**config.mk**
```make
export PLATFORM = sky130hd
export DESIGN_NAME = instr_fetch_ctrl
export DESIGN_NICKNAME = d
export VERILOG_FILES = /design/src/rtl/instr_fetch_ctrl.sv
export SDC_FILE = /design/constraint.sdc
export NUM_CORES = 1
export LEC_CHECK = 0
export CELL_PAD_IN_SITES_DETAIL_PLACEMENT = 0
export CELL_PAD_IN_SITES_GLOBAL_PLACEMENT = 1
export CORE_UTILIZATION = 35
export DETAILED_ROUTE_END_ITERATION = 10
export PLACE_DENSITY = 0.82
export SLEW_MARGIN = 30
export SYNTH_ARGS = -nofsm -noshare
export SYNTH_HDL_FRONTEND = slang
export SYNTH_SLANG_ARGS = --single-unit
```
**constraint.sdc**
```tcl
create_clock -name clk -period 4.1 [get_ports clk]
set_input_delay 0.41 -clock clk [delete_from_list [all_inputs] [get_ports clk]]
set_output_delay 0.41 -clock clk [all_outputs]
set_load 0.01 [all_outputs]
```
**src/rtl/instr_fetch_ctrl.sv**
```systemverilog
// Instruction fetch controller for the multicycle MIPS datapath: it reads one word
// from instruction memory at the latched PC and strobes it into the instruction register.
module instr_fetch_ctrl #(
    parameter int unsigned TIMEOUT     = 16,
    parameter logic [31:0] RESET_INSTR = 32'h0000_0000
) (
    input  logic        clk,
    input  logic        reset,
    input  logic        fetch_start,
    input  logic        flush,
    input  logic [31:0] pc,
    output logic        mem_req,
    output logic [31:0] mem_addr,
    input  logic        mem_ready,
    input  logic        mem_rvalid,
    input  logic [31:0] mem_rdata,
    output logic [31:0] instr_out,
    output logic        IRWrite,
    output logic [31:0] pc_next,
    output logic        pc_write,
    output logic        busy,
    output logic        fault,
    output logic [1:0]  fault_code
);

    typedef enum logic [2:0] {
        IDLE,
        REQ,
        WAIT,
        DONE,
        ERR
    } state_t;

    localparam logic [7:0] COUNT_LAST = 8'(TIMEOUT - 1);

    state_t     state_reg;
    logic [7:0] count_reg;

    // Every output is a flop; strobes are set on the transition into the state they belong to.
    always_ff @(posedge clk or posedge reset) begin
        if (reset) begin
            state_reg  <= IDLE;
            count_reg  <= '0;
            mem_req    <= 1'b0;
            mem_addr   <= '0;
            pc_next    <= '0;
            instr_out  <= RESET_INSTR;
            IRWrite    <= 1'b0;
            pc_write   <= 1'b0;
            busy       <= 1'b0;
            fault      <= 1'b0;
            fault_code <= 2'b00;
        end else begin
            IRWrite  <= 1'b0;
            pc_write <= 1'b0;
            fault    <= 1'b0;
            if (flush && state_reg != IDLE) begin
                state_reg <= IDLE;
                mem_req   <= 1'b0;
                busy      <= 1'b0;
            end else begin
                case (state_reg)
                    IDLE: begin
                        if (fetch_start) begin
                            busy <= 1'b1;
                            if (pc[1:0] != 2'b00) begin
                                state_reg  <= ERR;
                                fault      <= 1'b1;
                                fault_code <= 2'b01;
                            end else begin
                                state_reg  <= REQ;
                                mem_req    <= 1'b1;
                                mem_addr   <= pc;
                                pc_next    <= pc + 32'd4;
                                fault_code <= 2'b00;
                            end
                        end
                    end
                    REQ: begin
                        if (mem_ready) begin
                            mem_req <= 1'b0;
                            if (mem_rvalid) begin
                                state_reg <= DONE;
                                instr_out <= mem_rdata;
                                IRWrite   <= 1'b1;
                                pc_write  <= 1'b1;
                            end else begin
                                state_reg <= WAIT;
                                count_reg <= '0;
                            end
                        end
                    end
                    WAIT: begin
                        // A response on the final counted cycle still completes the fetch.
                        if (mem_rvalid) begin
                            state_reg <= DONE;
                            instr_out <= mem_rdata;
                            IRWrite   <= 1'b1;
                            pc_write  <= 1'b1;
                        end else if (count_reg == COUNT_LAST) begin
                            state_reg  <= ERR;
                            fault      <= 1'b1;
                            fault_code <= 2'b10;
                        end else begin
                            count_reg <= count_reg + 8'd1;
                        end
                    end
                    DONE, ERR: begin
                        state_reg <= IDLE;
                        busy      <= 1'b0;
                    end
                    default: begin
                        state_reg <= IDLE;
                        mem_req   <= 1'b0;
                        busy      <= 1'b0;
                    end
                endcase
            end
        end
    end

endmodule

```
==> impl.org <==
** Clock network
- In this run, CTS created clock tree buffers numbering 9.
- Clock insertion delay at the later pin of the skew report :: 0.34 ns
- Clk sink count :: 111
- In this run, post-CTS repair resized a total of 0 instances.
- The clock passes through at most 2 buffers.
- Worst-path clk slew :: 0.07 ns
- Clock tree root buffer cell :: sky130_fd_sc_hd__clkbuf_16
- The number of setup buffers added after CTS is 0.
- In this run the number of H-tree levels came out at 3.
- CTS tree :: yes
- Hold repair after CTS inserted 0 buffers.

** Floorplan
- Die width :: 120.9 um
- Total core area :: about 14,000 um2
- During I/O placement, the number of pins put on the boundary was 173.
- The floorplan step defined a die boundary enclosing 14,610 um2.
- Initial core utilization :: 0.3577
- Total number of placement rows :: 43
- Chip height :: 120.9 um

** Setup path
- Critical path required time :: around 4.3 ns
- The critical path is of the reg -> reg type.
- STA classifies the critical path startpoint as a register.
- Setup slack of the most critical reg-to-reg path :: 1.91 ns
- Worst EP arrival :: roughly 2.4 ns
- Of all nets on the critical path, the largest fanout is 81.
- Reg2reg path depth :: 4
- The worst setup path is captured at a register.

** Routing
- The routed layout has 3,762 vias.
- The count of nets left with antenna violations once routing finished came out at 0.
- Dividing the detail-routed via count by the number of cells gives 4.860.
- The first routing iteration left around 150 violations.
- The first TritonRoute pass finished after 5 iterations.
- # DRC :: 0
- Wire length after detailed routing :: 12.04 mm
- Dividing the detail-routed wire length by the instance count gives 15.56 um.

** Synth
- In this run, synthesis produced a sequential element count of 111.
- Counting flops with a built-in enable in the synthesized netlist gives 0.
- Post-synth net total :: 496
- Of the total synthesized cell area, the portion taken by full adders, half adders and majority gates is 0.005059.
- Fraction of the yosys area taken by sequential cells :: 0.5616
- The netlist uses 44 different library cells.
- The post-synthesis compound-gate area fraction was 0.07690.
- Of the total synthesized cell area, the portion taken by AND, OR, NAND and NOR gates is 0.1364.
- Post-synthesis instance total :: 424
- Warnings from Yosys :: 0
- Largest family of logic cells by synthesized area :: multiplexers
- Synth Area in XOR/XNOR :: 0.04958
- In the synthesized netlist the async set-or-reset flop fraction comes to 1.000.
- Share of synthesized area spent on multiplexers :: 0.1455
- Average footprint of a synthesized cell :: 11.67 um2
- In the synthesized netlist the dominant register cell turns out to be sky130_fd_sc_hd__dfrtp_1.
- Netlist area before placement :: 4946 um2

** Layout
- Post-route standard cell area excluding fillers :: 7124 um2
- Commonest cells after routing, fill and taps aside :: 172 x sky130_fd_sc_hd__clkdlybuf4s50_1, 111 x sky130_fd_sc_hd__dfrtp_1, 63 x sky130_fd_sc_hd__mux2_2
- Ratio of cells with drive above 1 in the final layout :: 0.1566
- FF+latch area :: 2778 um2
- Layout overhead on the synthesized area :: 44.04%
- Biggest registers after layout :: instr_out (32), mem_addr (32), pc_next (30)
- For this run, the share of the core covered by cells in the final layout is 0.5152.
- The library cell used most frequently in the layout, excluding fill and tap cells, is sky130_fd_sc_hd__clkdlybuf4s50_1.
- Layout filler cell count :: 1,242
- The multi-input combinational cells in the finished layout cover a total of approximately 2000 um2.
- Diodes inserted :: 0
- After the last flow step, the layout net total stands at 661.

** Timing
- Worst slew slack as a fraction of its limit :: 0.3892
- Max Slew Vio Count :: 0
- Post-Route Setup TNS :: 0 ns
- Tcrit/Tclk final :: 0.5344
- Counting I/O delays and the setup requirement, the final critical path takes 2.191 ns.
- At the pin with the least slew margin, the transition time is roughly 0.92 ns.
- Maximum clock frequency :: 456.4 MHz
- Across all hold checks on the routed design, the worst slack comes to 0.4787 ns.
- Setup repair after global routing missed its margin :: no
- The hold violation total from the final report was 0.
- Skew final :: ~0.0061 ns
- Setup violations remaining at the end of the flow were counted as 0.

** Global route
- Grt ovf :: 0
- The first global-routing pass estimated 19.32 mm of wire.
- The number of global-route vias before repair was around 3,900.
- The number of antenna violations at the first check in global routing is 0.
- Across every metal layer, demand over resource in global routing totals 0.1713.
- Maximum number of pins on one net before global-route repair :: 82

** Run status
- Status :: finished clean

** Pwr
- Switch share :: 0.3041
- Static power due to leakage :: 2.973 nW
- Of the total power, the clock network draws 0.186.
- Total power draw :: 4.675 mW
- The internal portion of the total power is 3.253 mW.
- Of the total power, combinational logic draws 0.416.
- Maximum vdd drop :: 334.1 uV
- Power density relative to cell area :: between 600 and 700 nW/um2
- Sequential cell fraction of total power :: 0.398
- In this run the power spent charging and discharging nets is 1.422 mW.

** Placement
- The congestion estimate from routability-driven global placement came to ~0.80.
- Count of input and output buffers :: between 150 and 200
- In this run the cell area measured after placement is 6832 um2.
- Half-perimeter wire length after detailed placement :: 8.717 mm

** Run
- The tool flagged a number of max-cap violations equal to 0.

** Hold path
- Counting instances, the worst hold path has a depth of 2.
- The tightest min-delay check is of the reg -> reg type.
[power groups by stage]
stage	registers, mW	logic, mW	clock network (mW)
final	1.86	1.94	0.870
after global routing	1.93	2.11	0.948
after CTS	1.86	1.97	0.905
after detailed placement	1.88	1.96	0
after global placement	1.85	1.94	0
after floorplan	2.05	0.587	0
[critical path: stages (launching register included)]
cell	delay (ns)
sky130_fd_sc_hd__dfrtp_1	0.61
sky130_fd_sc_hd__nor2_1	0.17
sky130_fd_sc_hd__nand2_1	0.12
sky130_fd_sc_hd__or2_4	0.71
sky130_fd_sc_hd__mux2_2	0.42
[area by class of cell]
class,count,share of cell area
flip-flops and latches,111,0.3899
multi-input cells,286,0.2873
repair buffers,175,0.2466
clock buffers,13,0.03512
well taps,180,0.03161
clock inverters,3,0.005971
inverters,6,0.003512
[layer usage]
layer  GRT usage  share of wire
met3     0.06908           0.10
met4     0.06713          0.018
met1      0.2078           0.43
met2      0.2711           0.45
met5           0              0
[cell usage after synthesis, types with 3 or more instances]
library cell | instances | area [um2]
sky130_fd_sc_hd__a21oi_1 | 9 | 45.04
sky130_fd_sc_hd__a31oi_1 | 5 | 31.28
sky130_fd_sc_hd__and2_1 | 4 | 25.02
sky130_fd_sc_hd__and3_1 | 5 | 31.28
sky130_fd_sc_hd__buf_2 | 9 | 45.04
sky130_fd_sc_hd__buf_4 | 3 | 22.52
sky130_fd_sc_hd__clkbuf_1 | 9 | 33.78
sky130_fd_sc_hd__dfrtp_1 | 111 | 2778
sky130_fd_sc_hd__inv_1 | 6 | 22.52
sky130_fd_sc_hd__mux2_2 | 63 | 709.4
sky130_fd_sc_hd__nand2_1 | 47 | 176.4
sky130_fd_sc_hd__nand3_1 | 16 | 80.08
sky130_fd_sc_hd__nand4_1 | 10 | 62.56
sky130_fd_sc_hd__nor2_1 | 20 | 75.07
sky130_fd_sc_hd__nor2b_1 | 4 | 25.02
sky130_fd_sc_hd__nor3_1 | 9 | 45.04
sky130_fd_sc_hd__o21ai_0 | 27 | 135.1
sky130_fd_sc_hd__o21ai_1 | 6 | 30.03
sky130_fd_sc_hd__o21ai_2 | 4 | 35.03
sky130_fd_sc_hd__xnor2_1 | 11 | 96.34
sky130_fd_sc_hd__xor2_1 | 17 | 148.9
[stage by stage]
stage / cells / setup slack (ns)
after floorplan: 424 / 0.7593
after global placement: 758 / 1.595
after detailed placement: 758 / 1.561
after CTS: 774 / 1.898
after global routing: 774 / 1.695
final: 774 / 1.909
[cell families after synthesis]
group | count (synthesis)
xor gates and xnor gates | 28
adders and majority gates | 2
muxes | 64
DFF | 111
AOI/OAI and AO/OA | 63
and+or+nand+nor | 129
buffers and inverters | 27
[path summary, 6_finish.rpt]
check | start | endpoint
max reg2reg | state_reg[0] | mem_addr[22]
max | state_reg[0] | mem_addr[22]
max in group asynchronous | reset | instr_out[19]
min | pc_next[14] | pc_next[14]
min reg2reg | pc_next[14] | pc_next[14]
min in group asynchronous | reset | instr_out[20]
Power figures use the tool's default switching activity.
